$ cat src/rtl/memory_unit.sv
// Word-addressed program/data memory for the CPU's MAR/MDR port.
// After reset it zero-sweeps the array, accepts a program image from the loader, then releases the CPU.
module memory_unit #(
    parameter int DATA_WIDTH = 16,
    parameter int ADDR_WIDTH = 6,
    parameter int LOAD_BASE  = 8
) (
    input  logic                  clk,
    input  logic                  rst,
    input  logic [ADDR_WIDTH-1:0] addr,
    input  logic [DATA_WIDTH-1:0] data,
    input  logic                  we,
    output logic [DATA_WIDTH-1:0] mem,
    input  logic                  ld_valid,
    input  logic [DATA_WIDTH-1:0] ld_data,
    input  logic                  ld_last,
    output logic                  ld_ready,
    output logic                  run,
    output logic                  ld_err
);

    localparam int                    DEPTH    = 1 << ADDR_WIDTH;
    localparam logic [ADDR_WIDTH-1:0] TOP_ADDR = '1;
    localparam logic [ADDR_WIDTH-1:0] BASE_PTR = ADDR_WIDTH'(LOAD_BASE);

    typedef enum logic [1:0] {
        ST_CLEAR,
        ST_LOAD,
        ST_RUN
    } state_e;

    state_e                  state_q, state_d;
    logic [ADDR_WIDTH-1:0]   clr_cnt_q, clr_cnt_d;
    logic [ADDR_WIDTH-1:0]   ptr_q, ptr_d;
    logic                    ld_err_q, ld_err_d;
    logic                    ld_ready_q, ld_ready_d;
    logic                    run_q, run_d;

    logic                    wr_en;
    logic [ADDR_WIDTH-1:0]   wr_addr;
    logic [DATA_WIDTH-1:0]   wr_data;

    logic [DATA_WIDTH-1:0]   mem_array [DEPTH];

    always_comb begin
        // NOTE: every signal gets a default first so no path leaves it unassigned (no latch).
        state_d   = state_q;
        clr_cnt_d = clr_cnt_q;
        ptr_d     = ptr_q;
        ld_err_d  = ld_err_q;
        wr_en     = 1'b0;
        wr_addr   = addr;
        wr_data   = data;

        unique case (state_q)
            ST_CLEAR: begin
                wr_en     = 1'b1;
                wr_addr   = clr_cnt_q;
                wr_data   = '0;
                clr_cnt_d = clr_cnt_q + 1'b1;
                if (clr_cnt_q == TOP_ADDR) state_d = ST_LOAD;
            end
            ST_LOAD: begin
                if (ld_ready_q && ld_valid) begin
                    wr_en   = 1'b1;
                    wr_addr = ptr_q;
                    wr_data = ld_data;
                    // The pointer saturates at the top address; overflow ends the load with an error.
                    if (ptr_q != TOP_ADDR) ptr_d = ptr_q + 1'b1;
                    if (ld_last) begin
                        state_d = ST_RUN;
                    end else if (ptr_q == TOP_ADDR) begin
                        ld_err_d = 1'b1;
                        state_d  = ST_RUN;
                    end
                end
            end
            ST_RUN: begin
                wr_en = we;
            end
            default: state_d = ST_CLEAR;
        endcase

        ld_ready_d = (state_d == ST_LOAD);
        run_d      = (state_d == ST_RUN);
    end

    // NOTE: sequential state uses non-blocking assignments so all flops update from pre-edge values.
    always_ff @(posedge clk or posedge rst) begin
        if (rst) begin
            state_q    <= ST_CLEAR;
            clr_cnt_q  <= '0;
            ptr_q      <= BASE_PTR;
            ld_err_q   <= 1'b0;
            ld_ready_q <= 1'b0;
            run_q      <= 1'b0;
        end else begin
            state_q    <= state_d;
            clr_cnt_q  <= clr_cnt_d;
            ptr_q      <= ptr_d;
            ld_err_q   <= ld_err_d;
            ld_ready_q <= ld_ready_d;
            run_q      <= run_d;
        end
    end

    // NOTE: the array has no reset; the CLEAR sweep zeroes it, which keeps it mappable to RAM.
    always_ff @(posedge clk) begin
        if (wr_en) mem_array[wr_addr] <= wr_data;
    end

    assign mem      = run_q ? mem_array[addr] : '0;
    assign ld_ready = ld_ready_q;
    assign run      = run_q;
    assign ld_err   = ld_err_q;

endmodule

$ cat config.mk
export PLATFORM = sky130hd
export DESIGN_NAME = memory_unit
export DESIGN_NICKNAME = d
export VERILOG_FILES = /design/src/rtl/memory_unit.sv
export SDC_FILE = /design/constraint.sdc
export NUM_CORES = 1
export LEC_CHECK = 0
export ABC_AREA = 1
export BUFFER_PORTS_ARGS = -buffer_cell sky130_fd_sc_hd__buf_2
export CAP_MARGIN = 30
export CORE_ASPECT_RATIO = 0.7
export CORE_MARGIN = 4
export CORE_UTILIZATION = 40
export DETAILED_ROUTE_END_ITERATION = 12
export MAX_ROUTING_LAYER = met4
export SLEW_MARGIN = 20
export SYNTH_ARGS = -nofsm -noshare
export SYNTH_HDL_FRONTEND = slang
export SYNTH_SLANG_ARGS = --single-unit
$ cat constraint.sdc
create_clock -name clk -period 3.6 [get_ports clk]
set_clock_uncertainty 0.15 [all_clocks]
set_input_delay 0.54 -clock clk [delete_from_list [all_inputs] [get_ports clk]]
set_output_delay 0.54 -clock clk [all_outputs]
set_load 0.02 [all_outputs]
## After elaboration in Yosys (flattened, before gate mapping)

Memory sizes are Yosys's and may differ from the RTL's.
Index checks and enable logic that the tools add are counted.

| word-level totals | value |
|---|---|
| flip-flop bits (word level) | 17 |
| bits in writable memories | 1,024 |
| bits of input ports | 43 |
| output and inout port bits | 19 |
| memories kept | 1 |

Memory list:

| name | depth | bits a word | read ports | clocked after memory_dff | write ports | line | RTL |
|---|---|---|---|---|---|---|---|
| mem_array | 64 | 16 | 1 | 0 | 1 | 43 | `logic [DATA_WIDTH-1:0] mem_array [DEPTH];` |

| operators by class | value |
|---|---|
| add/subtract/negate cells | 2 |
| equal/unequal tests | 7 |
| mux-type cells | 14 |
| bitwise logic cells | 1 |
| reduce and logical (&&, ||, !) cells | 4 |

Operator list:

| cell | count |
|---|---|
| 16-bit two-way mux | 2 |
| 16-bit case mux with 2 select lines | 1 |
| 6-bit by 1-bit adder with 6-bit output, second input constant | 2 |
| 6-bit == test, second input constant | 2 |
| 6-bit case mux with 2 select lines | 1 |
| 2-bit two-way mux | 4 |
| 6-bit two-way mux | 1 |
| 6-bit inequality test, second input constant | 1 |
| 2-bit case mux with 3 select lines | 1 |
| 2-bit by 1-bit == test with 1-bit output, second input constant | 2 |
| 2-bit == test, second input constant | 2 |
| 4-bit AND reduction | 1 |
| 1-bit two-way mux | 3 |
| 1-bit case mux with 3 select lines | 1 |
| 3-bit AND reduction | 1 |
| 2-bit logical NOT | 1 |
| 1-bit logical AND | 1 |
| 1-bit inverter | 1 |

## Longest topological paths before layout

| logic depth | value |
|---|---|
| depth in word-level cells | 6 |
| mapped depth | 12 |
| gate-level depth less buffers | 9 |

## Least setup slack after synthesis

Ideal clock, no wire load.

| timing | value |
|---|---|
| kind | input-to-reg |
| start | in addr[0] |
| end | mem mem_array[15][0] (enable) |
| data arrival time | 2.277 ns |
| data required time | 3.062 ns |
| slack | 0.784 ns |
| stages on the path | 6 |
| cells stage by stage | buf_4 -> clkbuf_1 -> o221ai_1 -> a21oi_2 -> nand2_1 -> nor2_1 |

| on the way | value |
|---|---|
| longest elaborated chain between the ends | 2 |

RTL lines:

| element | line | RTL |
|---|---|---|
| from (decl) | 10 | `input logic [ADDR_WIDTH-1:0] addr,` |
| 6-bit two-way mux | 64 | `if (ld_ready_q && ld_valid) begin` |
| 6-bit case mux with 2 select lines * | 55 | `unique case (state_q)` |
| to (decl) | 43 |  |

Every way passes the cells marked *; elsewhere a longest branch is shown, timed or not.

## Final worst setup path

| timing | value |
|---|---|
| start | in addr[0] |
| end | out mem[6] |

| on the way | value |
|---|---|
| longest elaborated chain between the ends | 2 |

RTL lines:

| element | line | RTL |
|---|---|---|
| memory 64 x 16 bit | n/a |  |
| 16-bit two-way mux | 112 | `assign mem = run_q ? mem_array[addr] : '0;` |
| to (decl) | 13 | `output logic [DATA_WIDTH-1:0] mem,` |

No other way between the ends.

==> metrics.md <==
| Metric | Value |
|---|---|
| Power Dens Cells | 501 nW/µm² |
| Top_reg_cell synth | edfxtp_1 |
| Die Wd | 397 µm |
| Number of synthesized flops with an enable pin | 1024 |
| Cell accounting for the most synthesized area | edfxtp_1 |
| First-iteration detailed-routing DRC count | ~3400 |
| Post-DP HPWL | 70.5 mm |
| Cells along the critical path | buf_8, inv_8, buf_12, buf_16, nand2_1, nand3_1, nand3_1, nand2_1, nand2_1, nand3_1, nand3_1, a21oi_2, buf_2 |
| RR Startpoint | state_q[0]$_DFF_PP0_ |
| Total Nets Final | 3802 |
| Critical path type | primary input to output port |
| Slowest CP cell | a21oi_2 |
| Top post-synthesis cells by area | edfxtp_1 (73%), nand2_1 (12%), nand3_1 (10%), buf_2 (1.2%), dfrtp_1 (0.94%) |
| Top-area cell type share of the netlist area | 0.726 |
| Seq pwr share | 0.534 |
| Fmax | 286 MHz |
| Cts bufs inserted | 94 |
| Area growth, synth to finish | 15.4% |
| Syn avg cell area | 11.7 µm² |
| Gate power share | 0.058 |
| Cells after Synth | between 3000 and 4000 |
| CP startpoint | addr[0] |
| Int Power | around 19 mW |
| Worst slew pin tran | 0.991 ns |
| Die Y-Extent | 280 µm |
| FILL cells | 9347 |
| Ys Warns | 0 |
| Top Ports | a little over 60 |
| DRT Pass-1 Iters | 6 |
| Vias per Instance | 5.43 |
| Crit Reg-Reg Endpoint | mem_array[62][1]$_DFFE_PP_ |
| Syn Nets | roughly 3700 |
| Flop2flop setup slack | 0.48 ns |
| CTS sink count | 1041 |
| Share of layout cells above drive strength 1 | 0.118 |
| Crit path DAT | 2.80 ns |
| #FFs+latches synth | 1041 |
| Clock power frac | 0.407 |
| Pins over their slew limit | 0 |
| Hold Crit Endpoint | ld_err$_DFFE_PP0P_ |
| Global route overflow | 0 |
| Tcrit/Tclk final | 0.970 |
| HP Class | primary input to register |
| Die ar. | about 110000 µm² |
| CP most frequent cell | nand3_1 |
| R2R depth | 8 |
| Placed Cells | roughly 5000 |
| Slew margin rel. | 0.338 |
| H-tree depth | 3 |
| Leak | 17.4 nW |
| Largest net degree at the start of global routing | 88 |
| Setup crit start kind | primary input |
| Synth Cell Area | approximately 42000 µm² |
| Initial antenna violation count | 2 |
| Outcome | finished clean |
| Final setup vio count | 0 |
| Post-Route WL | 121 mm |
| P_sw | approximately 5.5 mW |
| CTS tree | built |
| Num rows | 99 |
| Core outline area | 105000 µm² |
| Final routed DRC violation total | 0 |
| Clk buf depth | 3 |
| Worst Hold Slack | 0.231 ns |
| Post-synthesis cell type count | 37 |
| Wire length of the first global-routing pass | 179 mm |
| Wire length per cell | 23.0 µm |
| MaxCap Viol Count | 0 |
| IO buf count | 61 |
| Final Hold Fails | 0 |
| Critical Path RT | 2.91 ns |
| Minimum clock period | roughly 3.5 ns |
| Worst skew pair latency | about 0.68 ns |
| Worst Path Max Fanout | 23 |
| Net Sw Frac | 0.224 |
| Worst Hold Depth | 3 |
| Reg clk slew, reported paths | 0.07 ns |
| Postcts setup bufs | 0 |
| Dpl cell area | 45800 µm² |
| RePlAce Congestion | 0.883 |
| Worst Hold Launch | ld_valid |
| Finished Cell Area | 48900 µm² |
| VDD IR-drop max | 0.000675 V |
| Crit path largest cell delay | 0.40 ns |
| Final cell count without fillers | 5250 |
| Via count | around 29000 |
| Initial cell density of the core | 0.405 |
| Post-synth ARST share | 0.0163 |
| Number of global-route vias before repair | 26700 |
| Post-route ant nets | 0 |
| Post-synthesis sequential area ratio | 0.736 |
| Worst setup EP type | output port |
| Root buf cell | clkbuf_16 |
| GRT Total Usage | 0.221 |
[worst max-delay path: cells and delay by family]
| family | cells | cell delay, ns |
|---|---|---|
| buffers and inverters | 5 | 0.99 |
| AOI/OAI and AO/OA | 1 | 0.40 |
| and+or+nand+nor | 7 | 0.81 |
[sequential cells by signal (all words and copies together), names as in the netlist]
name       cells
ptr_q          6
clr_cnt_q      6
mem_array   1024
ld_ready       1
run            1
ld_err         1
state_q        2
[per-layer routing]
metal	vias up	global-route usage	share of wire
met4	0	0.0510	0.019
met5	-	-	0
met3	151	0.0469	0.10
met1	14000	0.338	0.46
met2	1338	0.301	0.42
li1	13000	-	-
[through the flow]
| step | TNS (ns) | total power, mW | utilization | setup WS, ns |
|---|---|---|---|---|
| global route | -0.0146 | 25.3 | 0.467 | -0.0146 |
| floorplan | 0 | 14.2 | - | 0.784 |
| global placement | -0.475 | 14.8 | 0.437 | -0.250 |
| finish | 0 | 24.5 | 0.467 | 0.106 |
| CTS | 0 | 24.6 | 0.466 | 0.0362 |
| detailed placement | -0.509 | 14.8 | 0.437 | -0.215 |
[area by class of cell]
type / count / area [µm²] / area share
repair buffers: 269 / 2670 / 0.0545
flip-flops and latches: 1041 / 31200 / 0.637
diodes: 2 / 5.00 / 0.000102
clock buffers: 118 / 2510 / 0.0512
well taps: 1414 / 1770 / 0.0362
clock inverters: 55 / 484 / 0.00990
inverters: 26 / 115 / 0.00235
multi-input cells: 2325 / 10200 / 0.208
[power groups by stage]
stage,Sequential (mW),Combinational [mW],Clock [mW]
2_1_floorplan,13.4,0.833,0
3_3_place_gp,13.4,1.39,0
3_5_place_dp,13.4,1.40,0
4_1_cts,13.1,1.41,10.1
5_1_grt,13.1,1.57,10.7
6_report,13.1,1.43,9.98
[cells in the final DEF (no fill, tap or decap), drive strengths merged]
master / netlist / final
inv: 22 / 28
dlygate4sd3: 0 / 2
nand3b: 1 / 1
nor3: 1 / 1
ha: 2 / 2
a21oi: 18 / 18
o31ai: 1 / 1
bufinv: 0 / 7
a31oi: 1 / 1
clkbuf: 97 / 119
nor2b: 1 / 1
clkinv: 4 / 41
diode: 0 / 2
o22ai: 2 / 2
edfxtp: 1024 / 1024
nand4: 2 / 2
clkinvlp: 0 / 5
nor2: 72 / 72
a22oi: 2 / 2
nand3: 876 / 876
xor2: 2 / 2
o221ai: 6 / 6
nand2: 1311 / 1311
and2b: 1 / 1
o21ai: 4 / 4
buf: 130 / 266
dfrtp: 16 / 16
xnor2: 6 / 6
dfstp: 1 / 1
a22o: 15 / 15
o21bai: 1 / 1
[synth_stat cells (4+ instances only)]
cell	n
nand2_1	1307
nand2_2	4
xnor2_1	6
nand3_1	874
inv_1	16
buf_2	105
nor2_1	71
buf_1	23
dfrtp_1	16
o221ai_2	4
edfxtp_1	1024
o21ai_0	4
clkbuf_1	97
a21oi_1	16
a22o_1	15
inv_2	6
clkinv_1	4
[how the worst max path moves through the flow]
| stage | end | slack (ns) |
|---|---|---|
| after floorplan | mem_array[15][0]$_DFFE_PP_ | 0.78 |
| after global placement | mem[14] | -0.25 |
| after detailed placement | mem[14] | -0.22 |
| after CTS | mem[12] | 0.04 |
| after global routing | mem[12] | -0.01 |
| final | mem[6] | 0.11 |
[kinds of logic after synthesis]
kind of cell | Yosys count | synth area share
xor+xnor | 8 | 0.00165
flops | 1041 | 0.736
fa+ha+maj | 2 | 0.000590
compound gates | 50 | 0.00886
buf+inv | 253 | 0.0258
simple gates | 2265 | 0.228
[what timing repair did]
| action | in CTS | in global routing |
|---|---|---|
| gates resized for setup | 6 | 12 |
| setup endpoints to repair | 5 | 8 |
| gates cloned | 0 | 1 |
| hold buffers | 2 | 0 |
| pin swaps | 0 | 3 |
| endpoints found under the hold margin | 19 | 0 |
Power figures use the tool's default switching activity.
